<file path="src/rtl/huffman_bitstream_decoder.sv">
// huffman_bitstream_decoder
//   MSB-first bitstream engine for the inflate datapath. Input words are packed
//   into a left-aligned shift buffer. One command at a time is executed:
//   lit/dist Huffman symbol decode (via external combinational tables), raw
//   extra-bit extraction, or byte align.
//
// Ports
//   clk, rst                        clock, synchronous active-high reset
//   data_in_vld/data_in/data_in_rdy input word stream (bit IN_W-1 first)
//   cmd_vld/cmd_op/cmd_nbits/cmd_rdy command handshake
//                                   (op 0 lit, 1 dist, 2 raw, 3 align)
//   huff_addr                       top HUFF_CODE_LEN buffered bits, drives both tables
//   lit_huff_len/lit_huff_sym       lit table response (len 0 = invalid code)
//   dist_huff_len/dist_huff_sym     dist table response (len 0 = invalid code)
//   data_out_vld/data_out/data_out_err/data_out_rdy  result handshake
//   err                             sticky invalid-code flag
module huffman_bitstream_decoder #(
  parameter int IN_W          = 8,
  parameter int BUF_W         = 32,
  parameter int HUFF_CODE_LEN = 15,
  parameter int HUFF_LEN_LEN  = $clog2(HUFF_CODE_LEN + 1),
  parameter int SYM_W         = 9,
  parameter int RAW_W         = 13,
  parameter int OUT_W         = 13,
  localparam int NB_W         = $clog2(RAW_W + 1)
) (
  input  logic                     clk,
  input  logic                     rst,
  input  logic                     data_in_vld,
  input  logic [IN_W-1:0]          data_in,
  output logic                     data_in_rdy,
  input  logic                     cmd_vld,
  input  logic [1:0]               cmd_op,
  input  logic [NB_W-1:0]          cmd_nbits,
  output logic                     cmd_rdy,
  output logic [HUFF_CODE_LEN-1:0] huff_addr,
  input  logic [HUFF_LEN_LEN-1:0]  lit_huff_len,
  input  logic [SYM_W-1:0]         lit_huff_sym,
  input  logic [HUFF_LEN_LEN-1:0]  dist_huff_len,
  input  logic [SYM_W-1:0]         dist_huff_sym,
  output logic                     data_out_vld,
  output logic [OUT_W-1:0]         data_out,
  output logic                     data_out_err,
  input  logic                     data_out_rdy,
  output logic                     err
);

  localparam int FC_W = $clog2(BUF_W + 1);

  localparam logic [1:0] OP_LIT   = 2'd0;
  localparam logic [1:0] OP_DIST  = 2'd1;
  localparam logic [1:0] OP_RAW   = 2'd2;

  typedef enum logic [1:0] {IDLE, EXEC, OUT} state_t;

  state_t             state;
  logic [1:0]         op_q;
  logic [NB_W-1:0]    nbits_q;
  logic [BUF_W-1:0]   buffer;
  logic [FC_W-1:0]    fill_cnt;

  logic [HUFF_LEN_LEN-1:0] sel_len;
  logic [SYM_W-1:0]        sel_sym;
  logic                    resolve;
  logic                    res_err;
  logic [FC_W-1:0]         consume;
  logic [OUT_W-1:0]        res_val;
  logic                    in_fire;
  logic [FC_W-1:0]         fill_next;
  logic [BUF_W-1:0]        buffer_next;

  // Raw counts above RAW_W cannot be represented in data_out; clamp them.
  function automatic logic [NB_W-1:0] sat_nbits(input logic [NB_W-1:0] n);
    if (32'(n) > RAW_W) return NB_W'(RAW_W);
    return n;
  endfunction

  // Top n bits of the buffer, right-justified; n = 0 yields 0.
  function automatic logic [OUT_W-1:0] top_bits(input logic [BUF_W-1:0] b,
                                                input logic [NB_W-1:0]  n);
    logic [BUF_W-1:0] s;
    if (n == '0) return '0;
    s = b >> (BUF_W - int'(n));
    return s[OUT_W-1:0];
  endfunction

  assign huff_addr = buffer[BUF_W-1 -: HUFF_CODE_LEN];
  assign in_fire   = data_in_vld && data_in_rdy;

  // Command resolution: decides whether the latched op can complete this
  // cycle, what it returns and how many bits it consumes.
  always_comb begin
    sel_len = (op_q == OP_DIST) ? dist_huff_len : lit_huff_len;
    sel_sym = (op_q == OP_DIST) ? dist_huff_sym : lit_huff_sym;
    resolve = 1'b0;
    res_err = 1'b0;
    consume = '0;
    res_val = '0;
    if (state == EXEC) begin
      case (op_q)
        OP_LIT, OP_DIST: begin
          // Zero fill below the fill point leaves a short final code's
          // prefix lookup intact, so len <= fill_cnt is enough.
          if (sel_len != '0 && 32'(sel_len) <= 32'(fill_cnt)) begin
            resolve = 1'b1;
            consume = FC_W'(sel_len);
            res_val = OUT_W'(sel_sym);
          end else if (sel_len == '0 && 32'(fill_cnt) >= HUFF_CODE_LEN) begin
            // Only a full-width lookup can prove a code invalid.
            resolve = 1'b1;
            res_err = 1'b1;
          end
        end
        OP_RAW: begin
          if (32'(fill_cnt) >= 32'(nbits_q)) begin
            resolve = 1'b1;
            consume = FC_W'(nbits_q);
            res_val = top_bits(buffer, nbits_q);
          end
        end
        default: begin
          resolve = 1'b1;
          consume = FC_W'(fill_cnt[2:0]);
          res_val = OUT_W'(fill_cnt[2:0]);
        end
      endcase
    end
  end

  // Buffer update: consume from the top, append the new word just below the
  // remaining valid bits; both may happen in the same cycle.
  always_comb begin
    fill_next   = fill_cnt - consume;
    buffer_next = buffer << consume;
    if (in_fire) begin
      buffer_next = buffer_next |
                    ({data_in, {(BUF_W-IN_W){1'b0}}} >> (fill_cnt - consume));
      fill_next   = fill_next + FC_W'(IN_W);
    end
  end

  // Registered state, command FSM and result outputs.
  always_ff @(posedge clk) begin
    if (rst) begin
      state        <= IDLE;
      op_q         <= OP_LIT;
      nbits_q      <= '0;
      buffer       <= '0;
      fill_cnt     <= '0;
      cmd_rdy      <= 1'b0;
      data_in_rdy  <= 1'b0;
      data_out_vld <= 1'b0;
      data_out     <= '0;
      data_out_err <= 1'b0;
      err          <= 1'b0;
    end else begin
      buffer      <= buffer_next;
      fill_cnt    <= fill_next;
      data_in_rdy <= (32'(fill_next) <= 32'(BUF_W - IN_W));
      case (state)
        IDLE: begin
          if (cmd_vld && cmd_rdy) begin
            op_q    <= cmd_op;
            nbits_q <= sat_nbits(cmd_nbits);
            cmd_rdy <= 1'b0;
            state   <= EXEC;
          end else begin
            cmd_rdy <= 1'b1;
          end
        end
        EXEC: begin
          if (resolve) begin
            data_out     <= res_val;
            data_out_err <= res_err;
            data_out_vld <= 1'b1;
            if (res_err) err <= 1'b1;
            state        <= OUT;
          end
        end
        OUT: begin
          if (data_out_rdy) begin
            data_out_vld <= 1'b0;
            cmd_rdy      <= 1'b1;
            state        <= IDLE;
          end
        end
        default: state <= IDLE;
      endcase
    end
  end

endmodule

</file>
<file path="config.mk">
export PLATFORM = sky130hd
export DESIGN_NAME = huffman_bitstream_decoder
export DESIGN_NICKNAME = d
export VERILOG_FILES = /design/src/rtl/huffman_bitstream_decoder.sv
export SDC_FILE = /design/constraint.sdc
export NUM_CORES = 1
export LEC_CHECK = 0
export CAP_MARGIN = 20
export CORE_MARGIN = 1.5
export CORE_UTILIZATION = 57
export CTS_CLUSTER_DIAMETER = 100
export DETAILED_ROUTE_END_ITERATION = 10
export GPL_TIMING_DRIVEN = 1
export HOLD_SLACK_MARGIN = 0.02
export PLACE_DENSITY = 0.91
export RECOVER_POWER = 25
export SETUP_SLACK_MARGIN = 0.1
export SYNTH_ARGS = -nofsm -noshare
export SYNTH_HDL_FRONTEND = slang
export SYNTH_SLANG_ARGS = --single-unit
</file>
<file path="constraint.sdc">
create_clock -name clk -period 5.75 [get_ports clk]
set_input_delay 0.8625 -clock clk [delete_from_list [all_inputs] [get_ports clk]]
set_output_delay 0.8625 -clock clk [all_outputs]
set_load 0.03 [all_outputs]
</file>
Yosys cells after proc, flatten, opt, wreduce, memory -nomap -nowiden
Cells that the tools add are included. W data, S select, Z words.

$add $sub $neg: 3. Order comparisons: 5. Eq/ne operators: 7. Shift-type cells: 3. Multiplexer cells: 41. Bitwise logic cells: 1. Reductions and logical operators: 18.

Operators by type and width (number): $mux W13 (3); $mux W32 (1); $or A32 B32 Y32 (1); $shl A32 B6 Y32 (1); $shr A32 B32 Y13 (1); $shr A32 B6 Y32 (1); $pmux W13 S2 (1); $mux W4 (5); $mux W1 (19); $mux W9 (2); $mux W6 (2); $pmux W6 S2 (1); $reduce_and A3 Y1 (3); $logic_not A4 Y1 (2); $sub A6 B4 Y7 const A (1); $add A6 B4 Y6 const B (1); $ge A6 B4 Y1 (1); $ge A6 B4 Y1 const B (1); $le A4 B6 Y1 (1); $le A6 B5 Y1 const B (1); $mux W2 (3); $ne A2 B2 Y1 const B (3); $pmux W1 S2 (3); $pmux W2 S3 (1); 10 further kinds (19).

Bits in registers: 64. Input bits: 45. Output and inout port bits: 33. Logic and storage cells: 89.

Logic depth before layout (Yosys ltp)
Depth after elaboration: 11. Gate-level depth with buffers: 25. Mapped depth without buffers: 21.

Worst setup path after synthesis
No wires, ideal clock.

Path kind: input-to-reg. Start point: input port lit_huff_len[3]. End point: register buffer[18]. Arrival time: 5.036 ns. Required time: 5.631 ns. Slack: 0.596 ns. Stages on the path: 19. Buffers on the path: 2. Cells stage by stage: mux2_1 > ha_1 > nand4_1 > nand2_1 > a221o_1 > a32oi_4 > inv_4 > buf_2 > ha_1 > fa_1 > clkbuf_1 > mux2i_1 > mux2i_1 > nand2_1 > nand2_1 > mux2_2 > and2_1 > a2111o_1 > o221a_1.

Word-level cells in the longest chain between the ends: 10.

Ends and longest elaborated chain: start, declared (line 37) `input logic [HUFF_LEN_LEN-1:0] lit_huff_len,`; $mux W4 (*) (line 93) `sel_len = (op_q == OP_DIST) ? dist_huff_len : lit_huff_len;`; $le A4 B6 Y1 / $reduce_bool A4 Y1 (equally long branches) (line 104) `if (sel_len != '0 && 32'(sel_len) <= 32'(fill_cnt)) begin`; $logic_and A1 B1 Y1 (line 104); $mux W4 (*) (line 104); $pmux W6 S2 (*) (line 100) `case (op_q)`; $mux W6 (*) (line 99) `if (state == EXEC) begin`; $sub A6 B6 Y6 (line 137) `({data_in, {(BUF_W-IN_W){1'b0}}} >> (fill_cnt - consume));`; $shr A32 B6 Y32 (line 137); $or A32 B32 Y32 (line 136) `buffer_next = buffer_next |`; $mux W32 (*) (line 135) `if (in_fire) begin`; end signal, assigned (line 157) `buffer <= buffer_next;`; end, declared (line 59) `logic [BUF_W-1:0] buffer;`.

Every way passes the cells marked *; elsewhere a longest branch is shown, timed or not. A chain may end at the register's enable or synchronous reset.

Worst setup path in the final report
Start point: input port lit_huff_len[3]. End point: register buffer[17].

Same word-level chain as after synthesis.

==> metrics.txt <==
synth warn=0; Yosys reg bits=64; worst-case clock buffer depth=2; crit end category=flop; Hold WC Path Type=reg -> reg; path type of the worst setup path=in -> reg; Tmin final=5.30 ns; Final Max Slew Viols=0; Layout Cells excl Fill=936; Startpoint Class=input port; GPL Wtd Cong=0.951; Worst-Skew Late Latency=0.37 ns; die height=105 um; CTS Hold Buffers Added=0; TritonCTS Sinks=64; DRT Pass-1 Iters=6; NumNets Final=856; Initial Utilization=58.2%; sequential-to-total area share from yosys stat=21.4%; # fillers=865; fraction of layout cells with a size suffix above 1=9.89%; largest net degree at the start of global routing=60; Final Hold Viols=0; arrival time worst endpoint=5.52 ns; number of global-route vias before repair=6061; Avg Inst Size Synth=7.95 sq um; Setup TNS Final=0 ns; input/output buffers=77; Final Cycle Share=92.2%; top cell type's share of synthesized area=21.4%; FFs w/ async S/R, synth=0%; Cell variety after synth=83; cts repair resizes=0; critical path peak fanout=13; DIE AREA=0.0111 sq mm; DPL Wire Length=15300 um; clock slew seen by the registers of the worst setup and hold paths=0.07 ns; Area contributors post-synth=dfxtp_1 (21%), mux2i_1 (12%), mux4_2 (5.3%), nand2_1 (5.1%), a21oi_1 (4.8%); hold_ws=0.460 ns; Tot Pwr=0.00230 W; Worst Skew=0.0122 ns; Mapped Area=0.00598 sq mm; vias per cell=6.89; number of flops mapped to enable cells by yosys=0; Final setup viols=0; Core ar.=0.0103 sq mm; vias=6449; TritonCTS buffer count=9; Least-Margin Pin Slew=1.07 ns; status=finished, final reports clean; post-CTS setup buffers=0; Yosys top cell by area=dfxtp_1; Multi-input gate area=0.00422 sq mm; Top FF cell, synth=dfxtp_1; dpl cell area=0.00671 sq mm; static leakage=2.63 nW; Achievable Freq=189 MHz; TritonCTS clock tree=built; GRT overflow=0; H-tree Lvls=3; sequential standard cell area=0.00128 sq mm; total wire length=20900 um; DP Cell Count=920; row count=37; WP data required=5.97 ns; 1st-iter DRT viols=923; Max-slew headroom=28.2%; Die Width=105 um; routed wire length per instance=22.3 um; max cap viols=0; Area Growth Syn to Fin=14.7%; Cells after Synth=753; I/O Pins=78; power density over the cells=335 mW/mm^2; RSZ-0062 raised after global routing=no; root buffer cell=clkbuf_8; Max VDD drop=154 uV; total track usage=37.7%; initial antenna violation count=0; first-pass GRT wire length=32700 um; DR DRC count=0; Post-Layout Inst Area=0.00686 sq mm; Detail Route Antenna Nets=0; Synth Net Count=813
==> worst max-delay path: stages <==
cell and delay [ns]:
clkdlybuf4s50_1 0.44, mux2_1 0.35, ha_1 0.34, nand4_1 0.17
nand2_1 0.12, a221o_1 0.32, a32oi_4 0.24, inv_4 0.05
ha_1 0.21, fa_1 0.68, buf_4 0.26, mux2_2 0.36
nand2_1 0.06, o21ai_0 0.16, mux2i_1 0.27, o21ai_0 0.17
a222oi_1 0.37, a21oi_1 0.11
==> metrics by stage <==
| step | util (%) | setup slack [ns] |
|---|---|---|
| after floorplan | - | 0.596 |
| after global placement | 65.3 | 0.352 |
| after detailed placement | 65.3 | 0.211 |
| after CTS | 66.8 | 0.465 |
| after global routing | 66.8 | 0.213 |
| final | 66.8 | 0.449 |
==> layer usage <==
| metal | GRT usage (%) | share of wire, % |
|---|---|---|
| met1 | 47.5 | 39 |
| met2 | 61.7 | 47 |
| met3 | 7.92 | 10 |
| met4 | 17.5 | 4.0 |
| met5 | 0 | 0 |
==> cell usage after synthesis, drive strengths merged, types with 5 or more instances <==
| cell | n |
|---|---|
| ha | 14 |
| o21ai | 24 |
| and2 | 7 |
| xnor2 | 5 |
| dfxtp | 64 |
| clkbuf | 26 |
| mux4 | 16 |
| nand2b | 7 |
| a21oi | 57 |
| a221oi | 11 |
| nand3 | 24 |
| mux2 | 11 |
| nor4 | 7 |
| o22ai | 20 |
| nor2 | 71 |
| a31oi | 15 |
| a211oi | 18 |
| mux2i | 74 |
| nor3 | 29 |
| inv | 24 |
| a22oi | 23 |
| nor2b | 7 |
| buf | 42 |
| nand2 | 82 |
==> cell usage in the layout, fill, tap and decap left out, types with 15 or more instances in the layout <==
cell	count
clkdlybuf4s50_1	58
nand2_1	82
buf_4	22
a21oi_1	57
mux2i_1	73
nor2_1	70
dlygate4sd3_1	18
dfxtp_1	63
nand3_1	24
o21ai_0	23
a211oi_1	17
nor3_1	29
a31oi_1	15
a22oi_1	23
inv_1	21
o22ai_1	19
==> path summary, 6_finish.rpt <==
path	from	end	slack, ns	depth (start not counted)
max reg2reg	op_q[1]	buffer[17]	0.53	18
min reg2reg	err	err	0.46	2
min	err	err	0.46	2
max	lit_huff_len[3]	buffer[17]	0.45	18
==> cell type report <==
type,instances,area share (%)
well taps,136,2.48
clock inverters,1,0.0729
clock buffers,13,2.17
diodes,1,0.0365
multi-input cells,597,61.5
flip-flops and latches,64,18.7
repair buffers,100,13.6
inverters,24,1.39
==> kinds of logic after synthesis <==
kind of cell,share of synthesized area (%)
flip-flops,21.4
XOR/XNOR,1.32
adder cells (fa/ha/maj),3.26
multiplexers,20.7
AO/OA/AOI/OAI,25.7
buffers and inverters,8.01
AND/OR/NAND/NOR,19.6
==> sequential cells by signal (all words and copies together) (netlist names) <==
name          flops
cmd_rdy           1
data_in_rdy       1
op_q              2
data_out         13
data_out_vld      1
fill_cnt          6
data_out_err      1
nbits_q           4
buffer           32
state             2
err               1
==> power by group <==
| part | switching, W | internal [W] |
|---|---|---|
| registers | 0.0000982 | 0.000506 |
| logic | 0.000846 | 0.000503 |
| clock network | 0.000185 | 0.000164 |
No activity file was read; power rests on OpenSTA's default activity.
